<file path="src/rtl/int_sequencer_pkg.sv">
// rtl/int_sequencer_pkg.sv - state encoding and constants shared by the interrupt sequencer
package int_sequencer_pkg;

  typedef enum logic [2:0] {
    IDLE,
    DUMMY,
    PUSH_H,
    PUSH_L,
    PUSH_P,
    VEC_L,
    VEC_H
  } seq_state_t;

  localparam logic [7:0]  STACK_PAGE_HI = 8'h01;
  localparam logic [15:0] VEC_NMI_ADDR  = 16'hFFFA;
  localparam logic [15:0] VEC_RES_ADDR  = 16'hFFFC;
  localparam logic [15:0] VEC_IRQ_ADDR  = 16'hFFFE;

  localparam logic [7:0]  OP_BRK = 8'h00;

  localparam int P_I = 2;
  localparam int P_B = 4;
  localparam int P_U = 5;

endpackage

</file>
<file path="src/rtl/int_sequencer.sv">
// rtl/int_sequencer.sv - 6502 seven-cycle interrupt/BRK/reset micro-sequencer
module int_sequencer
  import int_sequencer_pkg::*;
#(
  parameter logic [7:0]  STACK_PAGE = STACK_PAGE_HI,
  parameter logic [15:0] VEC_NMI    = VEC_NMI_ADDR,
  parameter logic [15:0] VEC_RES    = VEC_RES_ADDR,
  parameter logic [15:0] VEC_IRQ    = VEC_IRQ_ADDR
) (
  input  logic        clk_ph1,
  input  logic        rst,
  input  logic        start,
  input  logic        is_brk,
  input  logic        is_res,
  input  logic        nmi_pending,
  input  logic [15:0] pc,
  input  logic [7:0]  p,
  input  logic [7:0]  sp,
  input  logic [7:0]  din,
  output logic [15:0] addr,
  output logic [7:0]  dout,
  output logic        rw,
  output logic        sp_dec,
  output logic        pc_inc,
  output logic        set_i,
  output logic        pc_load,
  output logic [15:0] pc_new,
  output logic        nmi_clr,
  output logic        int_clr,
  output logic        busy
);

  seq_state_t  state;
  logic [15:0] pc_q;
  logic [7:0]  p_q;
  logic        brk_q;
  logic        res_q;
  logic [15:0] vec_q;
  logic [7:0]  lo_q;

  logic [15:0] vec_sel;
  logic [15:0] stack_addr;
  logic [7:0]  p_push;

  // An NMI seen during PUSH_P steals the vector from a BRK/IRQ; reset always keeps its own.
  always_comb begin
    if (res_q)
      vec_sel = VEC_RES;
    else if (nmi_pending)
      vec_sel = VEC_NMI;
    else
      vec_sel = VEC_IRQ;
  end

  assign stack_addr = {STACK_PAGE, sp};

  always_ff @(posedge clk_ph1) begin
    if (rst) begin
      state <= IDLE;
      pc_q  <= '0;
      p_q   <= '0;
      brk_q <= 1'b0;
      res_q <= 1'b0;
      vec_q <= '0;
      lo_q  <= '0;
    end else begin
      case (state)
        IDLE: begin
          if (start) begin
            pc_q  <= pc;
            p_q   <= p;
            brk_q <= is_brk & ~is_res;
            res_q <= is_res;
            state <= DUMMY;
          end
        end
        DUMMY:  state <= PUSH_H;
        PUSH_H: state <= PUSH_L;
        PUSH_L: state <= PUSH_P;
        PUSH_P: begin
          vec_q <= vec_sel;
          state <= VEC_L;
        end
        VEC_L: begin
          lo_q  <= din;
          state <= VEC_H;
        end
        VEC_H:   state <= IDLE;
        default: state <= IDLE;
      endcase
    end
  end

  always_comb begin
    addr    = pc;
    dout    = '0;
    rw      = 1'b1;
    sp_dec  = 1'b0;
    pc_inc  = 1'b0;
    set_i   = 1'b0;
    pc_load = 1'b0;
    pc_new  = '0;
    nmi_clr = 1'b0;
    int_clr = 1'b0;
    busy    = (state != IDLE);
    p_push       = p_q;
    p_push[P_U]  = 1'b1;
    p_push[P_B]  = brk_q;
    // Reset sequences walk the stack pointer but never assert a write.
    case (state)
      DUMMY: begin
        addr   = pc_q;
        pc_inc = brk_q;
      end
      PUSH_H: begin
        addr   = stack_addr;
        dout   = pc_q[15:8];
        rw     = res_q;
        sp_dec = 1'b1;
      end
      PUSH_L: begin
        addr   = stack_addr;
        dout   = pc_q[7:0];
        rw     = res_q;
        sp_dec = 1'b1;
      end
      PUSH_P: begin
        addr    = stack_addr;
        dout    = p_push;
        rw      = res_q;
        sp_dec  = 1'b1;
        nmi_clr = ~res_q & nmi_pending;
      end
      VEC_L: begin
        addr  = vec_q;
        set_i = 1'b1;
      end
      VEC_H: begin
        addr    = {vec_q[15:8], vec_q[7:0] + 8'd1};
        pc_new  = {din, lo_q};
        pc_load = 1'b1;
        int_clr = 1'b1;
      end
      default: ;
    endcase
  end

endmodule

</file>
<file path="config.mk">
export PLATFORM = sky130hd
export DESIGN_NAME = int_sequencer
export DESIGN_NICKNAME = d
export VERILOG_FILES = /design/src/rtl/int_sequencer_pkg.sv /design/src/rtl/int_sequencer.sv
export SDC_FILE = /design/constraint.sdc
export NUM_CORES = 1
export LEC_CHECK = 0
export BUFFER_PORTS_ARGS = -buffer_cell sky130_fd_sc_hd__buf_2
export CAP_MARGIN = 20
export CORE_MARGIN = 1
export CORE_UTILIZATION = 40
export CTS_CLUSTER_SIZE = 8
export DETAILED_ROUTE_END_ITERATION = 10
export GPL_TIMING_DRIVEN = 0
export PLACE_DENSITY = 0.68
export SYNTH_ARGS = -nofsm -noshare
export SYNTH_HDL_FRONTEND = slang
export SYNTH_SLANG_ARGS = --single-unit
export TNS_END_PERCENT = 30
</file>
<file path="constraint.sdc">
create_clock -name clk_ph1 -period 1.7 [get_ports clk_ph1]
set_input_delay 0.17 -clock clk_ph1 [delete_from_list [all_inputs] [get_ports clk_ph1]]
set_output_delay 0.17 -clock clk_ph1 [all_outputs]
set_load 0.05 [all_outputs]
</file>
# Word level (Yosys, flattened, before mapping)
# Index checks and enable logic that the tools add are counted.
[op_classes]
bitwise = 4
mul = 0
shift = 0
n_reduce_logical = 4
mux = 13
div_mod_pow = 0
n_eq_ne = 7
magnitude_cmp = 0
add_sub_neg = 1
[ops]
columns = ["op", "count"]
rows = [
  ["16-bit case mux with 4 select lines", 1],
  ["8-bit case mux with 3 select lines", 1],
  ["3-bit case mux with 6 select lines", 1],
  ["16-bit 2-to-1 mux", 1],
  ["3-bit == test, second input constant", 3],
  ["3-bit 2-to-1 mux", 3],
  ["8-bit by 1-bit adder with 8-bit output, second input constant", 1],
  ["3-bit by 2-bit == test with 1-bit output, second input constant", 2],
  ["1-bit 2-to-1 mux", 6],
  ["3-bit by 1-bit == test with 1-bit output, second input constant", 1],
  ["3-bit zero test", 1],
  ["3-bit nonzero test", 1],
  ["3-bit OR reduction", 1],
  ["1-bit AND", 2],
  ["2-bit inequality test, second input constant", 1],
  ["1-bit NOT", 2],
  ["2-bit AND reduction", 1],
]
[word_totals]
register_bits = 53
rom_bits = 0
mem_count = 0
latchBits = 0
elab_cells = 36
ram_bits = 0

# Logic depth before layout (Yosys ltp)
[depth]
word_depth = 3
ltp_mapped = 6
depth_no_buf = 4

# Least setup slack after synthesis
# Ideal clock, no wire load.
[synth_path]
path_type = "register to output"
start = "register state[1]"
end = "output port addr[3]"
n_path_buf = 3
required_ps = 1530
path_stages_with_launch = 6
path_slack_ps = -593
arrival_time_ps = 2123
cell_sequence = "dfxtp_1 -> buf_6 -> buf_2 -> clkbuf_1 -> a221oi_1 -> o21ai_0"
[synth_via]
elab_chain_cells = 3
[synth_rtl]
columns = ["item", "line", "rtl"]
rows = [
  ["start, declared", "int_sequencer.sv:33", "seq_state_t state;"],
  ["start signal, assigned", "int_sequencer.sv:59", "state <= IDLE;"],
  ["start signal, assigned", "int_sequencer.sv:74", "state <= DUMMY;"],
  ["start signal, assigned", "int_sequencer.sv:77", "DUMMY: state <= PUSH_H;"],
  ["3-bit == test or 3-bit by 2-bit == test with 1-bit output (tied branches)", "int_sequencer.sv:110", "case (state)"],
  ["3-bit OR reduction (no line)", "n/a", ""],
  ["16-bit case mux with 4 select lines *", "int_sequencer.sv:110", ""],
  ["end, declared", "int_sequencer.sv:20", "output logic [15:0] addr,"],
]
# Every way passes the cells marked *; elsewhere a longest branch is shown, timed or not.

# Worst setup path in the final report
[layout_path]
start = "register state[0]"
end = "output port nmi_clr"
[layout_via]
elab_chain_cells = 2
[layout_rtl]
columns = ["item", "line", "rtl"]
rows = [
  ["3-bit == test", "int_sequencer.sv:110", ""],
  ["1-bit 2-to-1 mux", "int_sequencer.sv:110", ""],
  ["end, declared", "int_sequencer.sv:28", "output logic nmi_clr,"],
]
# Every way passes these cells.

==> flow_metrics.env <==
export IMPL_status="finished, violations left"
export IMPL_violations="negative setup slack"
export IMPL_ys_top_cells_by_count="55 x nand2_1, 38 x dfxtp_1, 28 x o21ai_0"
export IMPL_cts_inserted_buffers=5
export IMPL_drive_gt1_share_pct=53.2
export IMPL_yosysSeqAreaShare_pct=31.6
export IMPL_cts_num_sinks=38
export IMPL_yosysUniqueCellTypes=36
export IMPL_critPathMaxStageDelay_ns=0.42
export IMPL_core_area_um2=5640
export IMPL_drt_total_wl_um=9480
export IMPL_min_path_cells=2
export IMPL_p_leak_nw=1.83
export IMPL_hpwl_um=5370
export IMPL_worst_slack_ns=-0.173
export IMPL_grt_overflow=0
export IMPL_utilization_pct=73.7
export IMPL_cp_data_required_time_ns=1.53
export IMPL_crit_chain="buf_4, or3b_4, nor3b_4, buf_6"
export IMPL_period_needed_ns=1.87
export IMPL_yosys_area_top_type="dfxtp_1"
export IMPL_io_pins=94
export IMPL_fin_skew_ns=0.00544
export IMPL_timing_fmax_mhz=534
export IMPL_yosysMostFrequentCell="nand2_1"
export IMPL_yosys_top_cells_area="dfxtp_1 32%, nand2_1 8.6%, o21ai_0 5.8%"
export IMPL_r2r_start="state[1]"
export IMPL_place_area_um2=2990
export IMPL_synth_seq_cells=38
export IMPL_track_usage_pct=27.3
export IMPL_grt_start_max_net_pins=13
export IMPL_min_to="state[0]"
export IMPL_grt_pass1_wl_um=13300
export IMPL_avgRoutedWirePerCell_um=18.7
export IMPL_gp_congestion=0.821
export IMPL_synth_flop_cell="dfxtp_1"
export IMPL_hp_start="rst"
export IMPL_via_per_inst=5.76
export IMPL_crit_type="flip-flop to primary output"
export IMPL_cts_tree="built"
export IMPL_via_count=2927
export IMPL_ff2ff_path_depth=7
export IMPL_setup_viol=44
export IMPL_end_kind="primary output"
export IMPL_fillers=383
export IMPL_final_hold_viol_count=0
export IMPL_synthCells=315
export IMPL_crit_path_start="state[0]"
export IMPL_arrival_ns=1.70
export IMPL_netlist_area_leader_share_pct=31.6
export IMPL_crit_path_top_delay_cell="or3b_4"
export IMPL_insertion_delay_ns=0.30
export IMPL_p_per_area_nw_per_um2=737
export IMPL_rsz0062_at_grt="true"
export IMPL_syn_num_nets=361
export IMPL_cap_violations=0
export IMPL_worstMarginPinSlew_ns=0.746
export IMPL_drt_drc_violations_left=0
export IMPL_first_iter_violations=316
export IMPL_syn_area_um2=2410
export IMPL_fin_cells=508
export IMPL_rows=27
export IMPL_slew_headroom_pct=50.3
export IMPL_cts_htree_levels=2
export IMPL_detail_route_antenna_nets=0
export IMPL_synth_edf_count=0
export IMPL_initial_core_util_pct=42.7
export IMPL_path_max_fanout=4
export IMPL_antenna_cells=0
export IMPL_grt_pass1_vias=2732
export IMPL_nNetsFinal=481
export IMPL_clockBufferDepth=2
export IMPL_hold_buffers=0
export IMPL_ys_warn_count=0
export IMPL_dieArea_um2=6330
export IMPL_cts_root_buf="clkbuf_8"
export IMPL_r2r_end="pc_q[7]"
export IMPL_fin_total_pwr_mw=3.06
export IMPL_die_y_um=79.6
export IMPL_io_buffers=91
export IMPL_placed_cells=478
export IMPL_drv_slew=0
export IMPL_hold_path_class="primary input to flip-flop"
export IMPL_clkTransAtPathRegs_ns=0.08
export IMPL_die_width_um=79.6
export IMPL_final_cell_area_um2=4160
export IMPL_async_reset_ff_share_pct=0
export IMPL_synthToLayoutAreaGrowth_pct=72.6
export IMPL_peakVddDrop_mv=0.400
export IMPL_drtPass1Iterations=5
export IMPL_syn_area_per_cell_um2=7.64
export IMPL_antenna_found_initial=0
export IMPL_finalCritPeriodShare_pct=110
export IMPL_reg2reg_slack_ns=0
export IMPL_startpoint_type="flip-flop"
-- through the flow --
stage	setup slack (ns)	setup TNS [ns]	hold slack, ns
after global placement	-0.265	-6.01	0.380
after global routing	-0.237	-6.97	0.0683
final	-0.173	-4.53	0.0774
after floorplan	-0.405	-3.98	0.262
after CTS	-0.150	-2.82	0.0571
after detailed placement	-0.267	-6.23	0.382
-- where the power goes --
part	total [mW]	leakage, nW	switching [mW]	internal (mW)
logic	1.28	1.46	0.746	0.536
clock network	0.784	0.0579	0.352	0.432
registers	0.995	0.312	0.0557	0.940
-- state kept, by name, summed over array words and instances (netlist names) --
signal  flops
vec_q       3
lo_q        8
brk_q       1
pc_q       16
state       3
res_q       1
p_q         6
-- logic make-up after synthesis --
logic type                count (synthesis)  synth area share [%]
DFF                                      38                  31.6
xor gates and xnor gates                  1                 0.676
muxes                                    12                  5.09
AOI/OAI and AO/OA                        87                  23.2
buffers and inverters                    37                  8.52
and+or+nand+nor                         140                  30.9
-- layout by cell type, fill, tap and decap left out, types with 3 or more instances in the layout --
| master | instances |
|---|---|
| nand2_1 | 55 |
| buf_6 | 48 |
| buf_2 | 46 |
| dfxtp_1 | 34 |
| a21oi_1 | 20 |
| buf_4 | 17 |
| buf_8 | 14 |
| o21ai_2 | 14 |
| and2_1 | 13 |
| a21oi_2 | 12 |
| o21ai_1 | 11 |
| nor2_1 | 11 |
| mux2i_1 | 10 |
| nand2_2 | 10 |
| a221oi_2 | 9 |
| and3_1 | 8 |
| nor3b_2 | 7 |
| a22oi_1 | 7 |
| nor2b_1 | 6 |
| buf_12 | 5 |
| inv_1 | 5 |
| nand3_2 | 5 |
| clkbuf_8 | 5 |
| clkbuf_1 | 4 |
| clkbuf_4 | 3 |
| o21ai_0 | 3 |
| clkbuf_16 | 3 |
| nand2b_1 | 3 |
| and2_4 | 3 |
-- worst max-delay path, delay by kind of cell, from the launching register on --
family,cells,cell delay [ns]
AND/OR/NAND/NOR,2,0.67
buffers and inverters,2,0.35
flip-flops,1,0.38
-- layout make-up --
cell class,instances,area (um^2),area share [%]
clock inverter,3,40.0,0.964
clock buffer,5,68.8,1.66
tap,72,90.1,2.17
inverter,6,25.0,0.602
timing repair buffer,114,1060,25.6
buffer,29,323,7.77
multi-input combinational,241,1770,42.7
sequential,38,771,18.5
-- metal layers --
metal,global-route usage (%),routed length (um),vias up
met4,8.73,275,0
met1,33.4,3730,1401
li1,-,-,1342
met2,47.6,4780,152
met3,5.37,689,32
met5,0,0,-
-- what timing repair did --
| action | CTS | global route |
|---|---|---|
| buffers inserted | 8 | 8 |
| pin swaps | 20 | 19 |
| setup endpoints to repair | 48 | 65 |
| resized for setup | 175 | 56 |
| cloned | 3 | 5 |
-- how the worst max path moves through the flow --
stage / to / slack (ns) / depth (start not counted)
2_1_floorplan: addr[0] / -0.40 / 6
3_3_place_gp: addr[9] / -0.27 / 5
3_5_place_dp: addr[9] / -0.27 / 5
4_1_cts: addr[0] / -0.15 / 6
5_1_grt: addr[4] / -0.24 / 7
6_report: nmi_clr / -0.17 / 4
Note: power is estimated with default switching activity, not from simulation.
